### src/rtl/output_display_pkg.sv
// Shared constants for the output display: segment patterns (active-high gfedcba),
// converter FSM states and the double-dabble step count.
package output_display_pkg;

  typedef enum logic [1:0] {
    IDLE  = 2'd0,
    SHIFT = 2'd1,
    DONE  = 2'd2
  } bcd_state_e;

  localparam int SHIFT_CYCLES = 8;

  localparam logic [0:9][6:0] SEG_DIGIT = {
    7'h3F, 7'h06, 7'h5B, 7'h4F, 7'h66,
    7'h6D, 7'h7D, 7'h07, 7'h7F, 7'h6F
  };
  localparam logic [6:0] SEG_MINUS = 7'h40;
  localparam logic [6:0] SEG_BLANK = 7'h00;

  // Non-decimal nibbles cannot occur after a conversion; map them to blank anyway.
  function automatic logic [6:0] seg_of(input logic [3:0] d);
    return (d > 4'd9) ? SEG_BLANK : SEG_DIGIT[d];
  endfunction

endpackage

### src/rtl/output_display_bin_to_bcd_serial.sv
// Sequential double-dabble: 8-bit magnitude to 3 BCD digits in SHIFT_CYCLES steps,
// followed by a one-cycle DONE. A start pulse always (re)starts the conversion.
module bin_to_bcd_serial
  import output_display_pkg::*;
(
  input  logic        clk,
  input  logic        rst_n,
  input  logic        start,
  input  logic [7:0]  mag,
  output logic        busy,
  output logic        done,
  output logic [11:0] bcd
);

  bcd_state_e  state_q, state_d;
  logic [2:0]  cnt_q, cnt_d;
  logic [7:0]  sr_q, sr_d;
  logic [11:0] bcd_q, bcd_d;
  logic [11:0] adj;

  always_comb begin
    state_d = state_q;
    cnt_d   = cnt_q;
    sr_d    = sr_q;
    bcd_d   = bcd_q;
    adj     = bcd_q;
    for (int i = 0; i < 3; i++) begin
      if (adj[4*i +: 4] >= 4'd5) adj[4*i +: 4] = adj[4*i +: 4] + 4'd3;
    end
    if (start) begin
      state_d = SHIFT;
      cnt_d   = '0;
      sr_d    = mag;
      bcd_d   = '0;
    end else begin
      case (state_q)
        SHIFT: begin
          bcd_d = {adj[10:0], sr_q[7]};
          sr_d  = {sr_q[6:0], 1'b0};
          cnt_d = cnt_q + 3'd1;
          if (cnt_q == 3'(SHIFT_CYCLES - 1)) state_d = DONE;
        end
        DONE:    state_d = IDLE;
        default: state_d = IDLE;
      endcase
    end
  end

  always_ff @(posedge clk or negedge rst_n) begin
    if (!rst_n) begin
      state_q <= IDLE;
      cnt_q   <= '0;
      sr_q    <= '0;
      bcd_q   <= '0;
    end else begin
      state_q <= state_d;
      cnt_q   <= cnt_d;
      sr_q    <= sr_d;
      bcd_q   <= bcd_d;
    end
  end

  assign busy = (state_q != IDLE);
  assign done = (state_q == DONE);
  assign bcd  = bcd_q;

endmodule

### src/rtl/output_display.sv
// CPU output register: latches the bus on OUT, converts to BCD in the background and
// scans a 4-digit multiplexed 7-segment display (sign, hundreds, tens, ones).
module output_display
  import output_display_pkg::*;
#(
  parameter int SCAN_DIV       = 1024,
  parameter bit BLANK_LEADING  = 1'b1,
  parameter bit SEG_ACTIVE_LOW = 1'b1
) (
  input  logic       i_CLOCK,
  input  logic       i_RESET_n,
  input  logic [7:0] i_BUS_DATA,
  input  logic       i_OUT_IN,
  input  logic       i_SIGNED,
  output logic [7:0] o_VALUE,
  output logic       o_BUSY,
  output logic [6:0] o_SEGMENTS,
  output logic [3:0] o_DIGIT_EN_n
);

  localparam int PW = $clog2(SCAN_DIV);
  localparam logic [PW-1:0] PRESC_MAX = PW'(SCAN_DIV - 1);

  logic [7:0]    value_q, value_d;
  logic          signed_q, signed_d;
  logic [11:0]   disp_bcd_q, disp_bcd_d;
  logic          disp_sign_q, disp_sign_d;
  logic [PW-1:0] presc_q, presc_d;
  logic [1:0]    idx_q, idx_d;

  logic [7:0]  mag;
  logic        conv_busy, conv_done;
  logic [11:0] conv_bcd;
  logic [6:0]  seg;

  // -128 negates to 0x80, which is exactly the 128 we want to show.
  assign mag = (i_SIGNED && i_BUS_DATA[7]) ? (~i_BUS_DATA + 8'd1) : i_BUS_DATA;

  bin_to_bcd_serial u_conv (
    .clk   (i_CLOCK),
    .rst_n (i_RESET_n),
    .start (i_OUT_IN),
    .mag   (mag),
    .busy  (conv_busy),
    .done  (conv_done),
    .bcd   (conv_bcd)
  );

  always_comb begin
    value_d     = value_q;
    signed_d    = signed_q;
    disp_bcd_d  = disp_bcd_q;
    disp_sign_d = disp_sign_q;
    if (i_OUT_IN) begin
      value_d  = i_BUS_DATA;
      signed_d = i_SIGNED;
    end
    // The copy uses the sign latched with the value that just finished converting.
    if (conv_done) begin
      disp_bcd_d  = conv_bcd;
      disp_sign_d = signed_q && value_q[7];
    end
    presc_d = presc_q + PW'(1);
    idx_d   = idx_q;
    if (presc_q == PRESC_MAX) begin
      presc_d = '0;
      idx_d   = idx_q + 2'd1;
    end
  end

  always_ff @(posedge i_CLOCK or negedge i_RESET_n) begin
    if (!i_RESET_n) begin
      value_q     <= '0;
      signed_q    <= 1'b0;
      disp_bcd_q  <= '0;
      disp_sign_q <= 1'b0;
      presc_q     <= '0;
      idx_q       <= '0;
    end else begin
      value_q     <= value_d;
      signed_q    <= signed_d;
      disp_bcd_q  <= disp_bcd_d;
      disp_sign_q <= disp_sign_d;
      presc_q     <= presc_d;
      idx_q       <= idx_d;
    end
  end

  always_comb begin
    seg = SEG_BLANK;
    case (idx_q)
      2'd0: seg = seg_of(disp_bcd_q[3:0]);
      2'd1: seg = (BLANK_LEADING && disp_bcd_q[11:4] == 8'd0) ? SEG_BLANK
                                                             : seg_of(disp_bcd_q[7:4]);
      2'd2: seg = (BLANK_LEADING && disp_bcd_q[11:8] == 4'd0) ? SEG_BLANK
                                                             : seg_of(disp_bcd_q[11:8]);
      default: seg = disp_sign_q ? SEG_MINUS : SEG_BLANK;
    endcase
  end

  assign o_SEGMENTS   = SEG_ACTIVE_LOW ? ~seg : seg;
  assign o_DIGIT_EN_n = ~(4'b0001 << idx_q);
  assign o_VALUE      = value_q;
  assign o_BUSY       = conv_busy;

endmodule
### config.mk
export PLATFORM = sky130hd
export DESIGN_NAME = output_display
export DESIGN_NICKNAME = d
export VERILOG_FILES = /design/src/rtl/output_display_pkg.sv /design/src/rtl/output_display_bin_to_bcd_serial.sv /design/src/rtl/output_display.sv
export SDC_FILE = /design/constraint.sdc
export NUM_CORES = 1
export LEC_CHECK = 0
export BUFFER_PORTS_ARGS = -buffer_cell sky130_fd_sc_hd__buf_2
export CORE_MARGIN = 2
export CORE_UTILIZATION = 45
export CTS_CLUSTER_SIZE = 40
export DETAILED_ROUTE_END_ITERATION = 12
export SLEW_MARGIN = 20
export SYNTH_ARGS = -nofsm -noshare
export SYNTH_HDL_FRONTEND = slang
export SYNTH_SLANG_ARGS = --single-unit
### constraint.sdc
create_clock -name i_CLOCK -period 1.7 [get_ports i_CLOCK]
set_input_delay 0.17 -clock i_CLOCK [delete_from_list [all_inputs] [get_ports i_CLOCK]]
set_output_delay 0.17 -clock i_CLOCK [all_outputs]
set_load 0.02 [all_outputs]
==> results of run 1 <==
==> sequential cells by signal (all words and copies together), names as in the netlist <==
name	cells
disp_sign_q	1
idx_q	2
u_conv.cnt_q	3
signed_q	1
disp_bcd_q	12
u_conv.bcd	12
u_conv.sr_q	8
u_conv.state_q	2
presc_q	10
o_VALUE	8
==> what timing repair did <==
action	4_1_cts	5_1_grt
endpoints found under the hold margin	20	0
setup buffers	4	1
resized for setup	33	33
hold buffers	1	0
pin swaps	6	7
setup endpoints to repair	7	10
==> per-layer routing <==
layer  vias to the layer above  GRT usage (%)  wire length, microns
met3                        22           3.38                   265
met4                         0           8.82                   220
li1                       1389              -                     -
met5                         -              0                     0
met1                      1312           22.3                  3320
met2                        71           29.6                  3380
==> placed cells by master, fill, tap and decap left out, drive strengths merged, types with 3 or more instances in the layout <==
master,instances
and2,5
ha,30
o21ai,29
inv,29
a211oi,5
nand2,33
nor3,3
mux2i,6
nand3,10
buf,65
nor2,20
clkinvlp,3
or3,6
a31o,4
nand2b,9
dfrtp,59
mux2,17
nand3b,4
xor2,4
nor3b,3
o21bai,4
xnor2,15
o211ai,4
o311ai,4
nor2b,7
bufinv,3
a21oi,22
clkbuf,10
==> power by group through the flow <==
stage	registers (uW)	logic [uW]	clock network (uW)
2_1_floorplan	1540	142	0
3_3_place_gp	1520	274	0
3_5_place_dp	1520	279	0
4_1_cts	1500	284	1620
5_1_grt	1510	317	1690
6_report	1500	279	1590
==> logic make-up after synthesis <==
| logic type | synth area share, % |
|---|---|
| compound gates | 15.9 |
| xor+xnor | 4.62 |
| buf+inv | 6.11 |
| mux | 7.08 |
| simple gates | 14.9 |
| fa+ha+maj | 10.4 |
| flops | 41.0 |
==> cell type report <==
cell class	count	share of cell area [%]
multi-input cells	263	46.4
flip-flops and latches	59	32.4
repair buffers	66	10.5
clock buffers	10	3.01
well taps	102	2.79
clock inverters	6	2.46
inverters	29	2.44
==> how the worst max path moves through the flow <==
stage                    end  slack (ns)  cells after the start
5_1_grt        o_SEGMENTS[0]       -0.40                      7
6_report       o_SEGMENTS[6]       -0.33                      7
3_5_place_dp   o_SEGMENTS[6]       -0.07                      7
4_1_cts        o_SEGMENTS[6]       -0.34                      7
3_3_place_gp   o_SEGMENTS[5]       -0.02                      7
2_1_floorplan  o_SEGMENTS[5]        0.08                      6
==> through the flow <==
step	cell area [sq um]	setup slack (ns)	hold WS, ns	std cells	utilization (%)
global route	4570	-0.402	0.0981	535	59.1
detailed placement	4020	-0.0732	0.203	513	52.0
global placement	4020	-0.0177	0.201	513	52.0
CTS	4430	-0.337	0.0971	534	57.4
finish	4570	-0.334	0.106	535	59.1
floorplan	3600	0.0761	-0.126	370	-
==> results.cfg, run 1 <==
[outcome]
status = complete, but fails checks
violations = setup timing

[cts]
clock_path_buffers = 2
cts_tree = yes
root_buffer = clkbuf_8
cts.sinks = 59
htreeDepth = 3
insertion_delay_ns = 0.34
cts.clk_slew.worst_paths_ns = 0.07
numCtsBuffers = 9

[critical_path]
start_kind = flip-flop
timing.reg2reg.setup_slack_ns = 0.12
setup.worst_path.start = disp_bcd_q[5]
worstPathMaxFanout = 7
cp-end-kind = output port
critPathBufInv = 2
reg2reg_from = u_conv.bcd[1]
critPathTopFamily = compound AO/OA/AOI/OAI gates
timing.rr.end = u_conv.bcd[2]
crit_arrival_ns = 1.86
critPathMaxStageDelay_ns = 0.41
cp.required_ns = 1.53
worst_path_max_delay_cell = dfrtp_1
path_cells = inv_2 -> ha_4 -> o21bai_4 -> a21oi_4 -> nand3_1 -> a32o_2 -> buf_6
reg2reg_depth = 6
path_class = flip-flop to output port

[layout]
nNetsFinal = 470
drive_gt1_share_pct = 33.3
multiInputGateArea_sq_um = 2120
fillers = 665
seq_area_sq_um = 1480
num_antenna_cells = 0
synthToLayoutAreaGrowth_pct = 26.8

[synth]
synthesis.instances = 370
yosysWarnings = 0
ys_seq_area_share_pct = 41.0
syn-mean-instance-area_sq_um = 9.74
synth_ff_type = dfrtp_1
synth_top_area_share_pct = 41.0
synth-seq-cells = 59
synth.area.top_cells = dfrtp_1 (41%), ha_1 (10%), mux2_2 (5.0%), xnor2_1 (3.6%), o21ai_0 (3.6%)
synth.top_cells.by_count = dfrtp_1 (59), nand2_1 (33), ha_1 (30)
yosysTopAreaCell = dfrtp_1
yosysMostFrequentCell = dfrtp_1
async_flop_share_pct = 100
synth_area_sq_um = 3600
syn_nets = 412
synth_edf_count = 0
synthDistinctLibCells = 50

[power_and_ir_drop]
total_power_uw = 3360
powerDensity_nw_per_um2 = 736
power_frac_seq_pct = 44.5
comb_power_share_pct = 8.3
internal_power_uw = 2590
sw_frac_of_total_pct = 22.9
irDropWorstVdd_uv = 606
p_clk_share_pct = 47.2
power_switching_uw = 770
p_leak_uw = 0.00206

[global_route]
grt_overflow_total = 0
grt_pass1_wl_mm = 12.4
antenna_found_initial = 0
grtUsageTotal_pct = 17.9
grt_max_degree = 33
grt_pass1_vias = 2738

[timing]
worstMarginPinSlew_ns = 0.588
drv_slew = 0
finClkSkew_ns = 0.00899
layout_setup_ws_ns = -0.334
timing.final.crit_share_pct = 120
finalSetupTns_ns = -2.14
hold_violations = 0
fmaxAchievable_ghz = 0.492
setup_viol = 7
rsz0062_at_grt = true
finalCriticalPeriod_ns = 2.03
relSlewSlack_pct = 60.8

[drt]
drt_first_pass_iters = 4
ant_nets = 0
drt-total-wl_mm = 7.19
drt_iter0_drc = 133
wire_per_inst_microns = 13.4
vias = 2794
viasPerCell = 5.22
remaining_drc_errors = 0

[hold_path]
hold_start = i_BUS_DATA[6]
worstHoldPathType = primary input to flip-flop
hold_depth = 2
holdPathEnd = o_VALUE[6]

[flow_run]
maxCapViolations = 0

[floorplanning]
num_rows = 32
core_area_sq_um = 7730
ios = 32
die_h_microns = 93.5
initial_core_util_pct = 46.6
fp.dieW_microns = 93.5
die_area_sq_um = 8740

[placed_design]
dp_hpwl_mm = 5.04
place_congestion = 0.819
port_buffers = 31
(Power assumes the default switching activity.)
==> inputs of run 2 (changes only) <==
Settings changed: PLACE_DENSITY set to 0.65.
==> run 2 against run 1 <==
Largest power group is now registers. Global-route usage up 0.069 points. The flow still finishes with violations (setup timing). Count of clock-buffer cells in the layout grew 1. Register-to-register slack about the same. Highest routed layer unchanged. Critical path type unchanged.
==> results.cfg, run 2 (same netlist as run 1, synthesis figures left out) <==
[outcome]
status = complete, but fails checks
violations = setup timing

[power_and_ir_drop]
irDropWorstVdd_uv = 559
powerDensity_nw_per_um2 = 720
p_leak_uw = 0.00205

[timing]
layout_setup_ws_ns = -0.339
finClkSkew_ns = 0.00697
fmaxAchievable_ghz = 0.490
finalCriticalPeriod_ns = 2.04
worstMarginPinSlew_ns = 0.601
timing.final.crit_share_pct = 120
finalSetupTns_ns = -2.03
rsz0062_at_grt = true
hold_violations = 0
finalHoldWorstSlack_ns = 0.124
drv_slew = 0
setup_viol = 7
relSlewSlack_pct = 60.0

[hold_path]
worstHoldPathType = primary input to flip-flop

[cts]
clock_path_buffers = 2
root_buffer = clkbuf_8
insertion_delay_ns = 0.33
htreeDepth = 3
cts_tree = yes
cts.sinks = 59
cts.clk_slew.worst_paths_ns = 0.06
numCtsBuffers = 9

[global_route]
grt_pass1_vias = 2789
grtUsageTotal_pct = 17.9
antenna_found_initial = 0
grt_overflow_total = 0
grt_pass1_wl_mm = 12.6
grt_max_degree = 33

[placed_design]
dp.cells = 512
port_buffers = 31
dp_hpwl_mm = 5.03
place_congestion = 0.827

[critical_path]
start_kind = flip-flop
reg2reg_from = u_conv.bcd[1]
timing.reg2reg.setup_slack_ns = 0.13
setup.worst_path.start = disp_bcd_q[4]
cp-end-kind = output port
worstPathMaxFanout = 7
path_class = flip-flop to output port
crit_arrival_ns = 1.87
timing.rr.end = u_conv.bcd[2]
worstSetupEndpoint = o_SEGMENTS[5]
reg2reg_depth = 6
cp.required_ns = 1.53

[layout]
utilization_pct = 57.5
synthToLayoutAreaGrowth_pct = 23.4
multiInputGateArea_sq_um = 2040
final_common_cell = dfrtp_1
drive_gt1_share_pct = 31.5
stdcell_count = 534
final_cell_mix = dfrtp_1 (59), nand2_1 (33), buf_4 (31)
fillers = 661
nNetsFinal = 469
num_antenna_cells = 0
seq_area_sq_um = 1480

[drt]
viasPerCell = 5.21
ant_nets = 0
drt-total-wl_mm = 7.03
remaining_drc_errors = 0
drt_first_pass_iters = 4
drt_iter0_drc = 134
vias = 2784
wire_per_inst_microns = 13.2

[floorplanning]
initial_core_util_pct = 46.6
ios = 32
die_h_microns = 93.5
core_area_sq_um = 7730
fp.dieW_microns = 93.5
num_rows = 32
die_area_sq_um = 8740

[flow_run]
maxCapViolations = 0
run 2: worst min path at each step:
stage,slack [ns],to,startpoint,cells past startpoint
global placement,0.19,o_VALUE[0],i_RESET_n,1
detailed placement,0.20,o_VALUE[0],i_RESET_n,1
CTS,0.11,o_VALUE[6],i_BUS_DATA[6],2
finish,0.12,o_VALUE[4],i_BUS_DATA[4],2
global route,0.11,o_VALUE[6],i_BUS_DATA[6],2
floorplan,-0.13,disp_bcd_q[0],i_RESET_n,0
run 2: cell type report:
cell class / count / area share (%)
tap: 102 / 2.87
timing repair buffer: 65 / 10.4
inverter: 29 / 2.45
clock buffer: 11 / 3.40
multi-input combinational: 263 / 46.0
clock inverter: 5 / 1.69
sequential: 59 / 33.2
run 2: per-layer routing:
layer	GRT usage (%)	up-vias	share of wire [%]
met2	30.3	47	48
met5	0	-	0
met3	3.55	8	2.8
met4	5.64	0	0.93
met1	23.1	1347	48
li1	-	1382	-
run 2: report_power, final:
part	total, uW	internal [uW]	switching (uW)
Sequential	1500	1460	35.6
Combinational	281	119	162
Clock	1420	897	526
Total	3200	2480	723
run 2: worst max-delay path: stages (launching register included):
cell,delay (ns)
dfrtp_1,0.40
inv_2,0.09
buf_6,0.10
ha_4,0.14
o21bai_4,0.06
a21oi_4,0.20
o311ai_1,0.15
a31o_1,0.24
buf_2,0.15
run 2: stage by stage:
step | worst slack, ns | instance area (sq um) | power (uW)
6_report | -0.339 | 4450 | 3200
5_1_grt | -0.439 | 4450 | 3360
4_1_cts | -0.326 | 4430 | 3240
3_5_place_dp | -0.0885 | 4010 | 1800
3_3_place_gp | -0.0212 | 4010 | 1790
2_1_floorplan | 0.0761 | 3600 | 1680
run 2: what timing repair did:
item	CTS	global route
hold endpoints to repair	21	0
resized for setup	41	8
pin swaps	10	2
setup buffers	5	0
hold buffers	1	0
endpoints found under the setup margin	7	10
==> inputs of run 3 (changes only) <==
Settings changed: MAX_ROUTING_LAYER set to met4.
==> run 3 against run 2 <==
The run still ends with setup timing left. Count of clock-buffer cells in the layout unchanged. Sequential cell count is the same. Fmax barely moved. Register-to-register slack is essentially flat. Core utilization unchanged. Largest cell class unchanged.
==> results.cfg, run 3 (same netlist as run 1, synthesis figures left out) <==
[outcome]
status = complete, but fails checks
violations = setup timing

[layout]
nNetsFinal = 469
synthToLayoutAreaGrowth_pct = 23.4
final_common_cell = dfrtp_1
num_antenna_cells = 0
stdcell_count = 534
drive_gt1_share_pct = 31.5
design_area_sq_um = 4450
final_cell_mix = dfrtp_1 (59), nand2_1 (33), buf_4 (31)

[critical_path]
path_class = flip-flop to output port
path_cells = inv_2 -> buf_6 -> ha_4 -> o21bai_4 -> a21oi_4 -> o311ai_1 -> a31o_1 -> buf_2
cp.required_ns = 1.53
cp-end-kind = output port
critPathBufInv = 3
critPathTopFamily = compound AO/OA/AOI/OAI gates
critPathMaxStageDelay_ns = 0.40
worstPathMaxFanout = 7
crit_cells = 8
worstSetupEndpoint = o_SEGMENTS[5]
worst_path_max_delay_cell = dfrtp_1
setup.worst_path.start = disp_bcd_q[4]
timing.rr.end = u_conv.bcd[2]
crit_arrival_ns = 1.87
timing.reg2reg.setup_slack_ns = 0.13
reg2reg_depth = 6
reg2reg_from = u_conv.bcd[1]
start_kind = flip-flop

[floorplanning]
ios = 32
core_area_sq_um = 7730
die_h_microns = 93.5
die_area_sq_um = 8740
initial_core_util_pct = 46.6
fp.dieW_microns = 93.5
num_rows = 32

[drt]
vias = 2789
ant_nets = 0
top_layer = met4
remaining_drc_errors = 0
met1_length_mm = 3.36
drt-total-wl_mm = 7.02
wire_per_inst_microns = 13.2
drt_iter0_drc = 122
drt_first_pass_iters = 4
dr_wl_met3_microns = 202
wl_met2_mm = 3.38
viasPerCell = 5.22

[cts]
insertion_delay_ns = 0.33
cts.sinks = 59
root_buffer = clkbuf_8
cts_tree = yes
cts.clk_slew.worst_paths_ns = 0.06
clock_path_buffers = 2
numCtsBuffers = 9
htreeDepth = 3

[timing]
drv_slew = 0
finalCriticalPeriod_ns = 2.04
fmaxAchievable_ghz = 0.490
finalHoldWorstSlack_ns = 0.122
worstMarginPinSlew_ns = 0.597
relSlewSlack_pct = 60.2
timing.final.crit_share_pct = 120
setup_viol = 7
rsz0062_at_grt = true
finClkSkew_ns = 0.00722
finalSetupTns_ns = -2.03
layout_setup_ws_ns = -0.339
hold_violations = 0

[global_route]
grt_max_degree = 33
grt_pass1_wl_mm = 12.6
grtUsageTotal_pct = 18.5
grt_overflow_total = 0
grt_pass1_vias = 2788
antenna_found_initial = 0

[power_and_ir_drop]
irDropWorstVdd_uv = 564
powerDensity_nw_per_um2 = 720
p_leak_uw = 0.00205

[placed_design]
dp.cells = 512
place_area_sq_um = 4010
place_congestion = 0.840
place_ws_ns = -0.0885
port_buffers = 31
dp_hpwl_mm = 5.03

[hold_path]
worstHoldPathType = primary input to flip-flop

[flow_run]
maxCapViolations = 0
## run 3: cell counts in the layout (fill, tap and decap cells not counted)
No cell type changed its count.
## run 3: metal layers
metal / vias up / GRT usage [%]
li1: 1383 / -
met1: 1345 / 23.0
met2: 52 / 30.4
met3: 9 / 3.55
met4: 0 / 6.00
met5: - / -
## run 3: worst reg2reg max path, stage by stage (launching register included)
cell and delay (ns):
dfrtp_1 0.38, inv_1 0.12, ha_2 0.21, nand2b_1 0.07, a21oi_2 0.21, mux2_2 0.36, o21ai_0 0.14
## run 3: how the worst min path moves through the flow
stage / startpoint / to / slack, ns / depth (start not counted)
after floorplan: i_RESET_n / disp_bcd_q[0] / -0.13 / 0
after global placement: i_RESET_n / o_VALUE[0] / 0.19 / 1
after detailed placement: i_RESET_n / o_VALUE[0] / 0.20 / 1
after CTS: i_BUS_DATA[6] / o_VALUE[6] / 0.11 / 2
after global routing: i_BUS_DATA[6] / o_VALUE[6] / 0.11 / 2
final: i_BUS_DATA[6] / o_VALUE[6] / 0.12 / 2
## run 3: what timing repair did
item / CTS / global route
hold endpoints to repair: 21 / 0
setup buffers: 5 / 0
endpoints found under the setup margin: 7 / 10
hold buffers: 1 / 0
pin swaps: 10 / 2
gates resized for setup: 41 / 8
## run 3: power by group
group,leakage (uW),internal [uW],switching (uW)
Clock,0.000119,897,525
Sequential,0.000764,1460,35.6
Combinational,0.00117,119,161
## run 3: cell type report
cell class	instances	area, sq um
Fill cell	661	3280
Multi-Input combinational cell	263	2040
Sequential cell	59	1480
Timing Repair Buffer	65	463
Clock buffer	11	151
Tap cell	102	128
Inverter	29	109
Clock inverter	5	75.1
## run 3: metrics by stage
stage | power, uW | util, %
floorplan | 1680 | -
global placement | 1790 | 51.9
detailed placement | 1800 | 51.9
CTS | 3240 | 57.3
global route | 3360 | 57.5
finish | 3200 | 57.5
